### src/rtl/serial_cmp_pkg.sv
// Shared types and constants for the serial compare sequencer.
// Flag order is {g,e,l} wherever the three comparator flags travel together.
package serial_cmp_pkg;

    typedef enum logic [2:0] {
        IDLE,
        CLEAR,
        SHIFT,
        CAPTURE,
        DONE
    } state_t;

    localparam logic [2:0] RES_GT = 3'b100;
    localparam logic [2:0] RES_EQ = 3'b010;
    localparam logic [2:0] RES_LT = 3'b001;

    function automatic logic is_one_hot3(input logic [2:0] flags);
        return (flags == RES_GT) || (flags == RES_EQ) || (flags == RES_LT);
    endfunction

endpackage

### src/rtl/serial_compare_sequencer_if.sv
// Operand and result handshakes of the serial compare sequencer.
// The master modport is the producer/consumer side; the sequencer uses slave.
interface serial_compare_sequencer_if #(
    parameter int WIDTH = 8
);
    logic             in_valid;
    logic             in_ready;
    logic [WIDTH-1:0] op_a;
    logic [WIDTH-1:0] op_b;
    logic             out_valid;
    logic             out_ready;
    logic             res_gt;
    logic             res_eq;
    logic             res_lt;
    logic             res_err;

    modport master (
        output in_valid, op_a, op_b, out_ready,
        input  in_ready, out_valid, res_gt, res_eq, res_lt, res_err
    );

    modport slave (
        input  in_valid, op_a, op_b, out_ready,
        output in_ready, out_valid, res_gt, res_eq, res_lt, res_err
    );

endinterface

### src/rtl/piso_shift_reg.sv
// Parallel-in, serial-out shift register; MSB leaves first, zeros fill from the LSB.
// Load takes priority over shift.
module piso_shift_reg #(
    parameter int WIDTH = 8
) (
    input  logic             clock,
    input  logic             reset_n,
    input  logic             load,
    input  logic             shift,
    input  logic [WIDTH-1:0] par_in,
    output logic             ser_out
);

    logic [WIDTH-1:0] r_data;

    // NOTE: sequential state uses non-blocking assignments so every register
    // samples pre-edge values, independent of block ordering.
    always_ff @(posedge clock or negedge reset_n) begin
        if (!reset_n) begin
            r_data <= '0;
        end else if (load) begin
            r_data <= par_in;
        end else if (shift) begin
            r_data <= r_data << 1;
        end
    end

    assign ser_out = r_data[WIDTH-1];

endmodule

### src/rtl/serial_compare_sequencer.sv
// Accepts an operand pair, clears the serial comparator, streams both operands
// MSB-first into it and returns the captured flags over a result handshake.
module serial_compare_sequencer
    import serial_cmp_pkg::*;
#(
    parameter int WIDTH = 8
) (
    input  logic                       clock,
    input  logic                       reset_n,
    serial_compare_sequencer_if.slave  bus,
    output logic                       cmp_a,
    output logic                       cmp_b,
    output logic                       cmp_clear,
    input  logic                       cmp_g,
    input  logic                       cmp_e,
    input  logic                       cmp_l
);

    localparam int CNT_W = $clog2(WIDTH + 1);

    state_t           r_state;
    logic [CNT_W-1:0] r_cnt;
    logic             r_in_ready;
    logic             r_cmp_clear;
    logic             r_out_valid;
    logic             r_shift_en;
    logic [2:0]       r_res;
    logic             r_res_err;

    logic             w_load;
    logic             w_a_msb;
    logic             w_b_msb;

    assign w_load = r_in_ready && bus.in_valid;

    piso_shift_reg #(.WIDTH(WIDTH)) u_sr_a (
        .clock   (clock),
        .reset_n (reset_n),
        .load    (w_load),
        .shift   (r_shift_en),
        .par_in  (bus.op_a),
        .ser_out (w_a_msb)
    );

    piso_shift_reg #(.WIDTH(WIDTH)) u_sr_b (
        .clock   (clock),
        .reset_n (reset_n),
        .load    (w_load),
        .shift   (r_shift_en),
        .par_in  (bus.op_b),
        .ser_out (w_b_msb)
    );

    // Handshake outputs are registered alongside the state, so nothing
    // combinational runs from in_valid/out_ready to an output.
    always_ff @(posedge clock or negedge reset_n) begin
        if (!reset_n) begin
            r_state     <= IDLE;
            r_cnt       <= '0;
            r_in_ready  <= 1'b1;
            r_cmp_clear <= 1'b1;
            r_out_valid <= 1'b0;
            r_shift_en  <= 1'b0;
            r_res       <= '0;
            r_res_err   <= 1'b0;
        end else begin
            case (r_state)
                IDLE: begin
                    if (bus.in_valid) begin
                        r_state    <= CLEAR;
                        r_in_ready <= 1'b0;
                    end
                end
                CLEAR: begin
                    r_cnt       <= '0;
                    r_state     <= SHIFT;
                    r_cmp_clear <= 1'b0;
                    r_shift_en  <= 1'b1;
                end
                SHIFT: begin
                    r_cnt <= r_cnt + CNT_W'(1);
                    if (r_cnt == CNT_W'(WIDTH - 1)) begin
                        r_state    <= CAPTURE;
                        r_shift_en <= 1'b0;
                    end
                end
                CAPTURE: begin
                    r_res       <= {cmp_g, cmp_e, cmp_l};
                    r_res_err   <= !is_one_hot3({cmp_g, cmp_e, cmp_l});
                    r_state     <= DONE;
                    r_out_valid <= 1'b1;
                end
                DONE: begin
                    if (bus.out_ready) begin
                        r_state     <= IDLE;
                        r_out_valid <= 1'b0;
                        r_in_ready  <= 1'b1;
                        r_cmp_clear <= 1'b1;
                    end
                end
                default: begin
                    r_state     <= IDLE;
                    r_in_ready  <= 1'b1;
                    r_cmp_clear <= 1'b1;
                    r_out_valid <= 1'b0;
                    r_shift_en  <= 1'b0;
                end
            endcase
        end
    end

    // Serial bits are gated so the comparator only sees data while shifting.
    assign cmp_a     = r_shift_en && w_a_msb;
    assign cmp_b     = r_shift_en && w_b_msb;
    assign cmp_clear = r_cmp_clear;

    assign bus.in_ready  = r_in_ready;
    assign bus.out_valid = r_out_valid;
    assign bus.res_gt    = r_res[2];
    assign bus.res_eq    = r_res[1];
    assign bus.res_lt    = r_res[0];
    assign bus.res_err   = r_res_err;

endmodule

### src/flat_wrapper.sv
// flat-port wrapper written by rule: the top's interface ports become plain ports
module serial_compare_sequencer_flat import serial_cmp_pkg::*;
#(
    parameter int WIDTH = 8
)
  (clock, reset_n, cmp_a, cmp_b, cmp_clear, cmp_g, cmp_e, cmp_l, bus_in_valid, bus_op_a, bus_op_b, bus_out_ready, bus_in_ready, bus_out_valid, bus_res_gt, bus_res_eq, bus_res_lt, bus_res_err);
  serial_compare_sequencer_if #(.WIDTH(WIDTH)) bus_i ();
  input  logic clock;
  input  logic reset_n;
  output logic cmp_a;
  output logic cmp_b;
  output logic cmp_clear;
  input  logic cmp_g;
  input  logic cmp_e;
  input  logic cmp_l;
  input wire logic [$bits(bus_i.in_valid)-1:0] bus_in_valid;
  input wire logic [$bits(bus_i.op_a)-1:0] bus_op_a;
  input wire logic [$bits(bus_i.op_b)-1:0] bus_op_b;
  input wire logic [$bits(bus_i.out_ready)-1:0] bus_out_ready;
  output wire logic [$bits(bus_i.in_ready)-1:0] bus_in_ready;
  output wire logic [$bits(bus_i.out_valid)-1:0] bus_out_valid;
  output wire logic [$bits(bus_i.res_gt)-1:0] bus_res_gt;
  output wire logic [$bits(bus_i.res_eq)-1:0] bus_res_eq;
  output wire logic [$bits(bus_i.res_lt)-1:0] bus_res_lt;
  output wire logic [$bits(bus_i.res_err)-1:0] bus_res_err;
  assign bus_i.in_valid = bus_in_valid;
  assign bus_i.op_a = bus_op_a;
  assign bus_i.op_b = bus_op_b;
  assign bus_i.out_ready = bus_out_ready;
  assign bus_in_ready = bus_i.in_ready;
  assign bus_out_valid = bus_i.out_valid;
  assign bus_res_gt = bus_i.res_gt;
  assign bus_res_eq = bus_i.res_eq;
  assign bus_res_lt = bus_i.res_lt;
  assign bus_res_err = bus_i.res_err;
  serial_compare_sequencer #(.WIDTH(WIDTH)) u_core (.clock(clock), .reset_n(reset_n), .bus(bus_i), .cmp_a(cmp_a), .cmp_b(cmp_b), .cmp_clear(cmp_clear), .cmp_g(cmp_g), .cmp_e(cmp_e), .cmp_l(cmp_l));
endmodule
### config.mk
export PLATFORM = sky130hd
export DESIGN_NAME = serial_compare_sequencer_flat
export DESIGN_NICKNAME = d
export VERILOG_FILES = /design/src/rtl/serial_cmp_pkg.sv /design/src/rtl/serial_compare_sequencer_if.sv /design/src/rtl/piso_shift_reg.sv /design/src/rtl/serial_compare_sequencer.sv /design/src/flat_wrapper.sv
export SDC_FILE = /design/constraint.sdc
export NUM_CORES = 1
export LEC_CHECK = 0
export ABC_AREA = 1
export BUFFER_PORTS_ARGS = -buffer_cell sky130_fd_sc_hd__buf_4
export CORE_UTILIZATION = 38
export DETAILED_ROUTE_END_ITERATION = 8
export GPL_TIMING_DRIVEN = 1
export PLACE_DENSITY = 0.57
export SETUP_SLACK_MARGIN = 0.2
export SLEW_MARGIN = 20
export SYNTH_ARGS = -nofsm -noshare
export SYNTH_HDL_FRONTEND = slang
export SYNTH_SLANG_ARGS = --single-unit
### constraint.sdc
create_clock -name clock -period 1.6 [get_ports clock]
set_input_delay 0.24 -clock clock [delete_from_list [all_inputs] [get_ports clock]]
set_output_delay 0.24 -clock clock [all_outputs]
set_load 0.05 [all_outputs]
==> results by group, run 1 <==
Drt
  – Initial DRC Count: 81
  – Final ANT Viol Nets: 0
  – Top Layer Used: met4
  – Detailed Route WL: 3.102 mm
  – Pre-Repair DR Iteration Count: 5
  – Met3 Wirelength: 162 µm
  – Vias post-DR: 1290
  – # DRC: 0
  – WL per Instance: 12.07 µm
  – Wire length on met2: 1.537 mm
  – Via/cell ratio: 5.019
  – Met1 wire length: 1.376 mm

Worst hold path
  – Hold path depth: 3
  – Hold Crit Class: in -> reg
  – Hold Path Sink: u_core.u_sr_a.r_data[0]$_DFFE_PN0P_
  – Hold Path Origin: bus_op_a[0]

Synth
  – Dominant cell type by area after synthesis: dfrtp_1
  – Avg Inst Size Synth: 8.133 µm²
  – YS warnings: 0
  – Synth area leaders: dfrtp_1 (51%), nand3_1 (17%), nand2_1 (13%)
  – Seq/Total Area, Yosys: 54.37%
  – Synthesized area: 0.001431 mm²
  – Syn Inst Count: 176
  – Yosys cell types: 17
  – FF+latch count, synth: 31
  – Post-synth top area share: 50.70%
  – Syn Nets: 200

Layout
  – Commonest non-fill, non-tap cells in the layout: nand2_1 (51), nand3_1 (48), buf_4 (30), dfrtp_1 (29), inv_1 (10)
  – Final #Nets: 234
  – Commonest non-fill, non-tap cell in the layout: nand2_1
  – Synthesis-to-layout area growth: 26.14%
  – N_diodes: 0
  – Layout cells sized above 1: 22.27%

Job
  – Max Cap Violations: 0

Clock network
  – CTS clock-pin slew for the worst setup and hold paths: 60 ps
  – Longest Clk Path Bufs: 2
  – CTS tree: built
  – Clk Latency, worst-skew pair: 270 ps
  – H-tree depth: 2
  – CTS sink count: 31
  – CTS Buf Count: 5
  – Root Driver: clkbuf_8

STA
  – Relative slew slack: 66.35%
  – Final Critical Period: 1329 ps
  – FMAX: 0.7526 GHz
  – Tcrit/Tclk final: 83.04%
  – # setup viols final: 0
  – Final hold vios: 0
  – RSZ-0062 raised after global routing: false
  – Max-slew violations: 0
  – Worst slew pin tran: 504.2 ps
  – Final setup TNS: 0 ps
  – Clock Skew: 4.473 ps

Pwr
  – Power Density: 2010 mW/mm²
  – Total power: 3.629 mW
  – LEAKAGE: 0.9340 nW
  – Maximum vdd drop: 1147 µV

Worst setup path
  – Worst path slowest cell: dfrtp_1
  – Max stage delay on crit path: 370 ps
  – Critical-path cell list: buf_8, nand2_1, inv_1, buf_6
  – Reg2reg path depth: 4
  – Critical Path End Type: output pin
  – Critical Path Start Type: flop
  – Critical Path RT: 1360 ps
  – R2R setup slack: 380 ps
  – WS Path Type: reg -> out
  – Critical path arrival: 1090 ps
  – Worst reg2reg startpoint: u_core.r_cnt[0]$_DFFE_PN0P_
  – RR Endpoint: u_core.r_cnt[2]$_DFFE_PN0P_
  – Crit path max fanout: 17

Global routing
  – Largest net degree at the start of global routing: 32
  – Total grt overflow: 0
  – All-Layer GR Usage: 17.10%
  – First-pass GRT wire length: 5.361 mm
  – Initial antenna violation count: 0
  – Vias in the first global route: 1244

Floorplanning
  – Ports: 32
  – Die Ht: 63.38 µm
  – Initial Util: 41.27%
  – Core Rows: 21
  – Full die area: 0.004016 mm²
  – Die span in x: 63.38 µm
  – Core area: 0.003468 mm²

Place
  – Gpl congestion: 0.8007
  – Final HPWL DP: 2.127 mm
  – I/O Buffers: 31

Run status
  – Outcome: finished, final reports clean
## cell type report
class | instances | area [µm²]
Inverter | 14 | 56.30
Sequential cell | 31 | 778.2
Timing Repair Buffer | 34 | 272.8
Clock buffer | 8 | 80.08
Tap cell | 46 | 57.56
Multi-Input combinational cell | 124 | 560.5
Fill cell | 351 | 1663
## cell usage after synthesis
cell type and instances:
nand3_1 48, dfrtp_1 29, ha_1 1, nor2_1 9, o21a_1 1, o21ai_0 2, dfstp_2 2, nand2_1 51
nand4_1 1, inv_1 11, nor2_2 2, or2_2 1, buf_2 5, a21oi_1 4, inv_2 3, o21ai_1 4
buf_4 2
## what timing repair did
item | in CTS | in global routing
resized for setup | 0 | 5
setup endpoints to repair | 0 | 3
hold endpoints to repair | 29 | 0
buffers inserted | 0 | 0
hold buffers | 1 | 0
## sequential cells by signal (all words and copies together) (netlist names)
name                  flops
u_core.u_sr_a.r_data      8
u_core.cmp_clear          1
u_core.bus.res_err        1
u_core.r_cnt              4
u_core.bus.out_valid      1
u_core.u_sr_b.r_data      8
u_core.bus.in_ready       1
u_core.r_state            3
u_core.r_res              3
u_core.r_shift_en         1
## per-layer routing
layer  GRT usage (%)  vias to the layer above
met5               0                        -
met3           6.159                        3
met2           28.86                       44
li1                -                      641
met1           20.53                      602
met4           4.261                        0
## worst max path at each step
stage | from | endpoint | slack (ps) | cells past startpoint
6_report | u_core.r_shift_en$_DFFE_PN0P_ | cmp_a | 270 | 4
3_5_place_dp | u_core.bus.in_ready$_DFFE_PN1P_ | u_core.u_sr_b.r_data[6]$_DFFE_PN0P_ | 290 | 4
2_1_floorplan | u_core.bus.in_ready$_DFFE_PN1P_ | u_core.u_sr_b.r_data[1]$_DFFE_PN0P_ | 240 | 5
3_3_place_gp | u_core.bus.in_ready$_DFFE_PN1P_ | u_core.u_sr_b.r_data[6]$_DFFE_PN0P_ | 390 | 4
4_1_cts | u_core.r_shift_en$_DFFE_PN0P_ | cmp_a | 210 | 4
5_1_grt | u_core.r_shift_en$_DFFE_PN0P_ | cmp_a | 210 | 4
## logic make-up after synthesis
| group | Yosys count | synth area share (%) |
|---|---|---|
| flip-flops | 31 | 54.37 |
| AO/OA/AOI/OAI | 11 | 4.021 |
| buffers and inverters | 21 | 6.468 |
| adder cells (fa/ha/maj) | 1 | 0.8740 |
| AND/OR/NAND/NOR | 112 | 34.27 |
## metrics by stage
stage	utilization [%]	hold WS (ps)	instance area, µm²	instances	setup slack [ps]
after floorplan	-	-55.59	1431	176	238.6
after detailed placement	48.92	198.1	1697	248	294.9
after CTS	51.52	164.6	1787	257	209.1
final	52.06	166.3	1805	257	271.3
after global routing	52.06	170.2	1805	257	214.6
after global placement	48.92	197.5	1697	248	386.4
## where the power goes
group	internal, mW	switching, mW	leakage, nW	total [mW]
Sequential	1.16	0.254	0.389	1.41
Combinational	0.572	1.08	0.505	1.65
Clock	0.308	0.258	0.0395	0.566
## worst max-delay path: cells and delay by family (launching register included)
family / cells / cell delay (ps)
buf+inv: 3 / 380
flops: 1 / 370
simple gates: 1 / 70
Power figures use the tool's default switching activity.
==> run 2, diff against run 1 <==
--- a/config.mk
+++ b/config.mk
@@ -10,7 +10,7 @@
 export CORE_UTILIZATION = 38
 export DETAILED_ROUTE_END_ITERATION = 8
 export GPL_TIMING_DRIVEN = 1
-export PLACE_DENSITY = 0.57
+export PLACE_DENSITY = 0.6
 export SETUP_SLACK_MARGIN = 0.2
 export SLEW_MARGIN = 20
 export SYNTH_ARGS = -nofsm -noshare
==> constraint.sdc (replaced) <==
create_clock -name clock -period 1.1 [get_ports clock]
set_input_delay 0.165 -clock clock [delete_from_list [all_inputs] [get_ports clock]]
set_output_delay 0.165 -clock clock [all_outputs]
set_load 0.05 [all_outputs]
==> results by group, run 2 (synthesized netlist as in run 1, its figures left out) <==
Worst setup path
  – R2R setup slack: -60 ps
  – WS Path Type: reg -> out
  – Worst path bufs/invs: 2
  – Crit. Startpoint: u_core.bus.in_ready$_DFFE_PN1P_
  – Critical Path End Type: output pin
  – CP Capture Point: bus_in_ready
  – Critical path arrival: 1060 ps
  – Delay-heaviest family, CP: flip-flops
  – Reg2reg path depth: 5
  – RR Endpoint: u_core.bus.out_valid$_DFFE_PN0P_
  – Critical-path cell list: buf_6, buf_8
  – Critical Path RT: 940 ps
  – Max stage delay on crit path: 540 ps
  – Crit path max fanout: 2
  – Worst reg2reg startpoint: u_core.r_state[1]$_DFFE_PN0P_
  – Worst path slowest cell: dfstp_2
  – Levels on crit path: 2
  – Critical Path Start Type: flop

STA
  – Min Hold Slack: 88.56 ps
  – Tcrit/Tclk final: 111.0%
  – # setup viols final: 25
  – Clock Skew: 8.397 ps
  – Final WS setup: -121.5 ps
  – FMAX: 0.8187 GHz
  – Worst slew pin tran: 405.1 ps
  – Relative slew slack: 73.00%
  – RSZ-0062 raised after global routing: true
  – Max-slew violations: 0
  – Final hold vios: 0
  – Final Critical Period: 1221 ps

Place
  – I/O Buffers: 31
  – Total placed instance area: 0.001859 mm²
  – Final HPWL DP: 2.387 mm
  – Worst slack, placed: -23.80 ps
  – Gpl congestion: 0.8513

Layout
  – Register area: 783.3 µm²
  – Filler cells: 234
  – Final Core Density: 75.54%
  – Post-route cell area: 0.002620 mm²
  – Synthesis-to-layout area growth: 83.04%
  – Final #Nets: 269
  – Area of the multi-input gates: 953.4 µm²
  – Commonest non-fill, non-tap cell in the layout: nand3_2
  – Layout cells sized above 1: 67.07%
  – Commonest non-fill, non-tap cells in the layout: nand3_2 (39), buf_4 (37), nand2_1 (31), buf_6 (25), dfrtp_1 (25)
  – N_diodes: 0
  – Largest regs: u_core.u_sr_a.r_data (8), u_core.u_sr_b.r_data (8), u_core.r_cnt (4)

Global routing
  – Largest net degree at the start of global routing: 32
  – Initial antenna violation count: 0
  – Total grt overflow: 0
  – Vias in the first global route: 1442
  – All-Layer GR Usage: 20.67%
  – First-pass GRT wire length: 6.375 mm

Drt
  – # DRC: 0
  – Vias post-DR: 1482
  – WL per Instance: 14.16 µm
  – Via/cell ratio: 5.075
  – Pre-Repair DR Iteration Count: 4
  – Final ANT Viol Nets: 0
  – Initial DRC Count: 65
  – Detailed Route WL: 4.134 mm

Floorplanning
  – Initial Util: 41.27%
  – Die Ht: 63.38 µm
  – Core area: 0.003468 mm²
  – Ports: 32
  – Die span in x: 63.38 µm
  – Core Rows: 21
  – Full die area: 0.004016 mm²

Clock network
  – CTS Buf Count: 5
  – Longest Clk Path Bufs: 2
  – CTS clock-pin slew for the worst setup and hold paths: 60 ps
  – CTS sink count: 31
  – H-tree depth: 2
  – Clk Latency, worst-skew pair: 280 ps
  – Root Driver: clkbuf_8
  – CTS tree: built

Run status
  – Outcome: finished with violations
  – Failing checks: setup timing

Pwr
  – LEAKAGE: 1.269 nW
  – Total power: 7.781 mW
  – Maximum vdd drop: 1906 µV
  – Power Density: 2970 mW/mm²

Worst hold path
  – Hold Crit Class: in -> reg

Job
  – Max Cap Violations: 0
## run 2: per-stage QoR
step                      instances  TNS [ps]
after floorplan                 176     -2612
after global routing            292     -2249
final                           292     -1020
after detailed placement        259    -79.48
after global placement          259         0
after CTS                       282    -915.8
## run 2: power by group
part           switching, mW  internal [mW]
logic                   2.43           2.22
clock network          0.413          0.443
registers              0.566           1.70
## run 2: area by class of cell
cell class              count  share of cell area [%]
multi-input cells         124                   36.39
flip-flops and latches     31                   29.89
repair buffers             69                   25.55
clock buffers               7                   2.913
inverters                  14                   2.865
well taps                  46                   2.197
clock inverters             1                  0.1910
## run 2: how the worst min path moves through the flow
| stage | end | from | cells past startpoint | slack, ps |
|---|---|---|---|---|
| 6_report | u_core.u_sr_a.r_data[0]$_DFFE_PN0P_ | bus_op_a[0] | 3 | 90 |
| 5_1_grt | u_core.u_sr_a.r_data[0]$_DFFE_PN0P_ | bus_op_a[0] | 3 | 90 |
| 4_1_cts | u_core.u_sr_a.r_data[0]$_DFFE_PN0P_ | bus_op_a[0] | 3 | 90 |
| 3_5_place_dp | u_core.u_sr_a.r_data[4]$_DFFE_PN0P_ | reset_n | 1 | 120 |
| 3_3_place_gp | u_core.r_cnt[1]$_DFFE_PN0P_ | reset_n | 1 | 120 |
| 2_1_floorplan | u_core.bus.out_valid$_DFFE_PN0P_ | reset_n | 0 | -130 |
## run 2: worst register-to-register path: cells and delay by family (launching register included)
family	cells	cell delay (ps)
AO/OA/AOI/OAI	1	160
buffers and inverters	2	240
flip-flops	1	490
AND/OR/NAND/NOR	2	180
## run 2: routing by layer
layer / track usage, % / part of all wire, %
met4: 7.670 / 1.2
met1: 26.40 / 44
met5: 0 / 0
met3: 5.254 / 3.7
met2: 33.51 / 51
## run 2: what timing repair did
action | in CTS | in global routing
gates resized for setup | 57 | 63
gates cloned | 2 | 1
buffers inserted | 12 | 9
pin swaps | 12 | 21
hold buffers | 1 | 0
hold endpoints to repair | 29 | 0
setup endpoints to repair | 39 | 40
